File: config.mk
export PLATFORM = sky130hd
export DESIGN_NAME = seg_scan_ctrl
export DESIGN_NICKNAME = d
export VERILOG_FILES = /design/src/rtl/seg_pkg.sv /design/src/rtl/tick_gen.sv /design/src/rtl/seg_scan_ctrl.sv
export SDC_FILE = /design/constraint.sdc
export NUM_CORES = 1
export LEC_CHECK = 0
export BUFFER_PORTS_ARGS = -buffer_cell sky130_fd_sc_hd__buf_4
export CAP_MARGIN = 5
export CELL_PAD_IN_SITES_DETAIL_PLACEMENT = 1
export CELL_PAD_IN_SITES_GLOBAL_PLACEMENT = 1
export CORE_ASPECT_RATIO = 1.25
export CORE_MARGIN = 2
export CORE_UTILIZATION = 45
export CTS_CLUSTER_DIAMETER = 120
export DETAILED_ROUTE_END_ITERATION = 10
export PLACE_DENSITY_LB_ADDON = 0.25
export SLEW_MARGIN = 5
export SYNTH_ARGS = -nofsm -noshare
export SYNTH_HDL_FRONTEND = slang
export SYNTH_HIERARCHICAL = 1
export SYNTH_SLANG_ARGS = --single-unit
File: constraint.sdc
create_clock -name clk -period 2.7 [get_ports clk]
set_clock_uncertainty 0.15 [all_clocks]
set_input_delay 0.54 -clock clk [delete_from_list [all_inputs] [get_ports clk]]
set_output_delay 0.54 -clock clk [all_outputs]
set_load 0.01 [all_outputs]
File: src/rtl/seg_pkg.sv
// Shared constants and a small helper for the segment scan controller.
package seg_pkg;

  localparam logic [3:0] BCD_BLANK = 4'hF;     // decoder code that lights no segment
  localparam int         N_DIGITS  = 4;
  localparam logic [3:0] ANODE_OFF = 4'b1111;  // all digits dark (active-low)
  localparam logic [1:0] COLON_IDX = 2'd2;     // colon lives in the hour-units slot

  // Active-low one-hot anode pattern for a digit index.
  function automatic logic [3:0] anode_sel(input logic [1:0] idx);
    return ~(4'b0001 << idx);
  endfunction

endpackage

File: src/rtl/tick_gen.sv
// Free-running modulo-DIV prescaler; tick is high during the last count.
module tick_gen #(
  parameter int DIV = 4
) (
  input  logic clk,
  input  logic rst,
  output logic tick
);

  localparam int            CW   = (DIV > 1) ? $clog2(DIV) : 1;
  localparam logic [CW-1:0] LAST = CW'(DIV - 1);

  logic [CW-1:0] cnt_q;
  logic [CW-1:0] cnt_d;

  assign tick = (cnt_q == LAST);

  // Next count: wrap to zero after the last value.
  always_comb begin
    cnt_d = cnt_q + CW'(1);
    if (tick) begin
      cnt_d = '0;
    end
  end

  // Counter register.
  always_ff @(posedge clk) begin
    if (rst) begin
      cnt_q <= '0;
    end else begin
      cnt_q <= cnt_d;
    end
  end

endmodule

File: src/rtl/seg_scan_ctrl.sv
// Four-digit multiplexed display scanner feeding a registered BCD-to-segment
// decoder. bcd_out leads the anode strobe by one clock so the anode turns on
// in the same cycle the decoder presents that digit's segments.
module seg_scan_ctrl
  import seg_pkg::*;
#(
  parameter int SCAN_DIV  = 50000,
  parameter int GUARD     = 16,
  parameter int BLINK_DIV = 25000000
) (
  input  logic        clk,
  input  logic        rst,
  input  logic        enable,
  input  logic [15:0] digits_in,
  input  logic [3:0]  blink_mask,
  input  logic        lz_blank,
  input  logic        colon_on,
  output logic [3:0]  bcd_out,
  output logic [3:0]  anode_n,
  output logic        colon_n,
  output logic        frame_start
);

  // The guard window is tracked by a small saturating counter restarted on
  // every slot tick; it equals the scan count for the first GUARD cycles,
  // which is all the blanking decision needs.
  localparam int            GW      = $clog2(GUARD + 2);
  localparam logic [GW-1:0] GUARD_L = GW'(GUARD);
  localparam logic [1:0]    LAST_IX = 2'(N_DIGITS - 1);

  logic scan_tick;
  logic blink_tick;

  tick_gen #(.DIV(SCAN_DIV)) u_scan_tick (
    .clk  (clk),
    .rst  (rst),
    .tick (scan_tick)
  );

  tick_gen #(.DIV(BLINK_DIV)) u_blink_tick (
    .clk  (clk),
    .rst  (rst),
    .tick (blink_tick)
  );

  logic [1:0]    idx_q, idx_d;
  logic [GW-1:0] guard_q, guard_d;
  logic          in_guard;
  logic          phase_q, phase_d;
  logic [15:0]   shadow_q, shadow_d;
  logic          frame_q, frame_d;
  logic [3:0]    bcd_q, bcd_d;
  logic [1:0]    idx_dly_q;
  logic          en_dly_q;
  logic          colon_dly_q;
  logic [3:0]    anode_q, anode_d;
  logic          colon_q, colon_d;

  // Split the frame snapshot into per-digit nibbles.
  logic [3:0] nib [N_DIGITS];
  for (genvar gi = 0; gi < N_DIGITS; gi++) begin : g_nib
    assign nib[gi] = shadow_q[gi*4 +: 4];
  end

  logic [3:0] cur_nib;
  assign cur_nib  = nib[idx_q];
  assign in_guard = (guard_q < GUARD_L);

  // Scan sequencing, frame snapshot and blink phase.
  always_comb begin
    idx_d    = idx_q;
    guard_d  = guard_q;
    phase_d  = phase_q;
    shadow_d = shadow_q;
    frame_d  = 1'b0;
    if (scan_tick) begin
      idx_d   = idx_q + 2'd1;
      guard_d = '0;
      if (idx_q == LAST_IX) begin
        // Latch a whole frame at once so a digit never tears mid-scan.
        shadow_d = digits_in;
        frame_d  = 1'b1;
      end
    end else if (in_guard) begin
      guard_d = guard_q + GW'(1);
    end
    if (blink_tick) begin
      phase_d = ~phase_q;
    end
  end

  // Digit code for the decoder, with all blanking reasons folded in.
  always_comb begin
    bcd_d = cur_nib;
    if (!enable || in_guard) begin
      bcd_d = BCD_BLANK;
    end else if (blink_mask[idx_q] && !phase_q) begin
      bcd_d = BCD_BLANK;
    end else if ((idx_q == LAST_IX) && lz_blank && (cur_nib == 4'h0)) begin
      bcd_d = BCD_BLANK;
    end
  end

  // Anode and colon use the one-clock-delayed slot so they match the decoder.
  always_comb begin
    anode_d = ANODE_OFF;
    if (en_dly_q) begin
      anode_d = anode_sel(idx_dly_q);
    end
    colon_d = ~(colon_dly_q & en_dly_q & (idx_dly_q == COLON_IDX));
  end

  // State and output registers.
  always_ff @(posedge clk) begin
    if (rst) begin
      idx_q       <= '0;
      guard_q     <= '0;
      phase_q     <= 1'b1;
      shadow_q    <= 16'hFFFF;
      frame_q     <= 1'b0;
      bcd_q       <= BCD_BLANK;
      idx_dly_q   <= '0;
      en_dly_q    <= 1'b0;
      colon_dly_q <= 1'b0;
      anode_q     <= ANODE_OFF;
      colon_q     <= 1'b1;
    end else begin
      idx_q       <= idx_d;
      guard_q     <= guard_d;
      phase_q     <= phase_d;
      shadow_q    <= shadow_d;
      frame_q     <= frame_d;
      bcd_q       <= bcd_d;
      idx_dly_q   <= idx_q;
      en_dly_q    <= enable;
      colon_dly_q <= colon_on;
      anode_q     <= anode_d;
      colon_q     <= colon_d;
    end
  end

  assign bcd_out     = bcd_q;
  assign anode_n     = anode_q;
  assign colon_n     = colon_q;
  assign frame_start = frame_q;

endmodule

==> impl_results.md <==
* Reg2reg path depth at 4
* RR Startpoint: u_blink_tick/cnt_q[8]$_SDFF_PP0_
* Post-CTS sizing at 0
* Endpoint class of the critical path: flip-flop
* Antenna Nets Post-Route at 0
* Syn Inst Count at about 350
* Total grt overflow at 0
* Largest net degree at the start of global routing at 32
* WP data arrival at around 2.3 ns
* Leading cell types by count after synthesis: 79 x dfxtp_1, 42 x nor2_1, 19 x and3_1, 19 x nand2_1, 18 x xnor2_1
* DR WL/cell at about 15 µm
* Fmax at roughly 0.45 GHz
* Status: complete, no violations
* Worst-path fanout max at 11
* Setup TNS at 0 ns
* #FFs+latches synth at a little under 80
* Final Hold Fails at 0
* CTS HTree Levels at 3
* Met1 Use GR at 0.225
* Synth top area cells: dfxtp_1 47%, nor2_1 4.6%, xnor2_1 4.6%
* Synth cell types at 44
* Skew-Pair Late Insertion Delay at between 0.3 and 0.4 ns
* Max IR drop VDD at between 0.0003 and 0.0004 V
* Initial DRC Count at 115
* Mapped cell area at about 0.0034 mm²
* Hold Crit Class: flip-flop to flip-flop
* Slew Limit Fails at 0
* GRT busiest layer: met2
* Fill count at around 840
* Area share of the largest cell type after synthesis at 0.465
* Met3 usage at 0.0517
* Sequential area share after synthesis at 0.465
* Total setup buffers inserted after CTS at 0
* Hold endpoint: colon_n$_SDFF_PP1_
* # IOs at 35
* Max-cap violations at 0
* TritonCTS Sinks at 79
* Post-synth EDFFs at 0
* Final worst slack at ~0.49 ns
* Vias per cell at about 5.6
* Die Area at 0.00827 mm²
* Number of global-route vias before repair at about 2700
* Clock transition at path regs at approximately 0.090 ns
* Kind of critical path: flip-flop to flip-flop
* CTS buffer count at 9
* CTS tree: built
* RSZ-0062 raised after global routing: no
* Clk root buf: clkbuf_8
* Worst-margin pin slew at between 0.5 and 0.6 ns
* Hold_buf cts at 0
* Antenna Cells at 0
* Lkg Pwr at about 1.5 nW
* Number of synthesis warnings at 6
* All-layer global routing usage at 0.194
* Rows at 35
* Area growth syn-to-layout at 15.7%
* Drt pass-1 iters at 4
* DRT Wirelength at 7310 µm
* Max_slew headroom at 0.621
* Min Tclk post-route at around 2.2 ns
* PwrDens at 574 mW/mm²
* Mapped Avg Cell Area at around 9.7 µm²
* Initial Util at 0.462
* Worst Hold Depth at 1
* Grt met2 use at 0.336
* Die H at approximately 100 µm
* Vias post-DR at 2684
* Chip width at ~80 µm
* Port Buffers at 34
* Final period utilization at 0.819
* Worst reg2reg setup slack at 0.49 ns
* Core Box Area at 0.00736 mm²
* Global-route wire length before repair at roughly 12000 µm
* Nets at between 400 and 500
* Top cell type by total area after synthesis: dfxtp_1
* Min-delay src: colon_dly_q$_SDFF_PP0_
* Worst setup SP type: flip-flop
* CP required at around 2.8 ns
* Asr flop ratio synth at 0
* FF-to-FF End: u_blink_tick/cnt_q[2]$_SDFF_PP0_
* Worst-case clock buffer depth at 2
* Crit path launch: u_blink_tick/cnt_q[8]$_SDFF_PP0_
* Final setup vio count at 0
* Share of post-route cells with drive strength above 1 at 0.160
* Initial antenna violation count at 0
* Dominant cell by count in the synthesized netlist: dfxtp_1
* Dpl hpwl at 5170 µm
* Place WS at 0.506 ns
* DRC at 0
* Syn nets at between 300 and 400
* Main synth FF type: dfxtp_1
* Routability cong. at roughly 0.74
-- power breakdown --
group          total (mW)  leakage [nW]  switching (mW)  internal [mW]
clock network       0.995         0.116           0.461          0.534
registers            1.19         0.640          0.0119           1.18
logic              0.0754         0.698          0.0340         0.0414
-- logic make-up after synthesis --
group	share of synthesized area
flops	0.465
xor+xnor	0.0773
buf+inv	0.0361
mux	0.0434
simple gates	0.269
fa+ha+maj	0.0147
compound gates	0.0949
-- per-layer routing --
| layer | up-vias | part of all wire |
|---|---|---|
| li1 | 1332 | - |
| met1 | 1308 | 0.43 |
| met2 | 36 | 0.53 |
| met3 | 8 | 0.025 |
| met4 | 0 | 0.014 |
| met5 | - | 0 |
-- final cells by class --
class / count / area, µm² / area share
multi-input combinational: 247 / 1700 / 0.431
sequential: 79 / 1580 / 0.402
clock buffer: 9 / 124 / 0.0315
clock inverter: 7 / 103 / 0.0261
timing repair buffer: 39 / 293 / 0.0744
tap: 92 / 115 / 0.0293
inverter: 6 / 22.5 / 0.00572
-- registers in the layout, summed over array words and instances, names as in the netlist --
| signal | flops |
|---|---|
| idx_dly_q | 2 |
| colon_n | 1 |
| guard_q | 5 |
| en_dly_q | 1 |
| u_scan_tick/cnt_q | 16 |
| phase_q | 1 |
| frame_start | 1 |
| idx_q | 2 |
| u_blink_tick/cnt_q | 25 |
| bcd_out | 4 |
| colon_dly_q | 1 |
| shadow_q | 16 |
| anode_n | 4 |
-- per-stage QoR --
step	power, mW	instance area (µm²)	std cells	util	hold slack, ns
after global routing	2.35	3940	479	0.535	0.273
after floorplan	1.26	3400	349	-	0.217
after global placement	1.29	3710	463	0.504	0.223
after CTS	2.29	3940	479	0.535	0.250
final	2.26	3940	479	0.535	0.265
after detailed placement	1.29	3710	463	0.504	0.243
-- how the worst max path moves through the flow --
stage / to
2_1_floorplan: shadow_q[10]$_SDFFE_PP1P_
3_3_place_gp: u_blink_tick/cnt_q[4]$_SDFF_PP0_
3_5_place_dp: u_blink_tick/cnt_q[2]$_SDFF_PP0_
4_1_cts: u_blink_tick/cnt_q[2]$_SDFF_PP0_
5_1_grt: bcd_out[2]$_SDFF_PP1_
6_report: u_blink_tick/cnt_q[2]$_SDFF_PP0_
-- placed cells by master, fill, tap and decap left out, types with 6 or more instances in the layout --
| master | instances |
|---|---|
| inv_1 | 6 |
| buf_4 | 39 |
| a211o_1 | 16 |
| nand4_1 | 12 |
| or3_1 | 11 |
| nor2_1 | 42 |
| xnor2_1 | 18 |
| clkbuf_8 | 9 |
| nor4_1 | 10 |
| nor2b_1 | 6 |
| o21ai_0 | 6 |
| and3_1 | 19 |
| dfxtp_1 | 79 |
| nand2_1 | 19 |
| nand3_1 | 13 |
| a21oi_1 | 11 |
| xor2_1 | 12 |
-- critical path: stages (launching register included) --
cell     delay [ns]
dfxtp_1        0.45
or4_4          0.60
o41ai_4        0.56
buf_4          0.28
nor2_1         0.06
(Power assumes the default switching activity.)
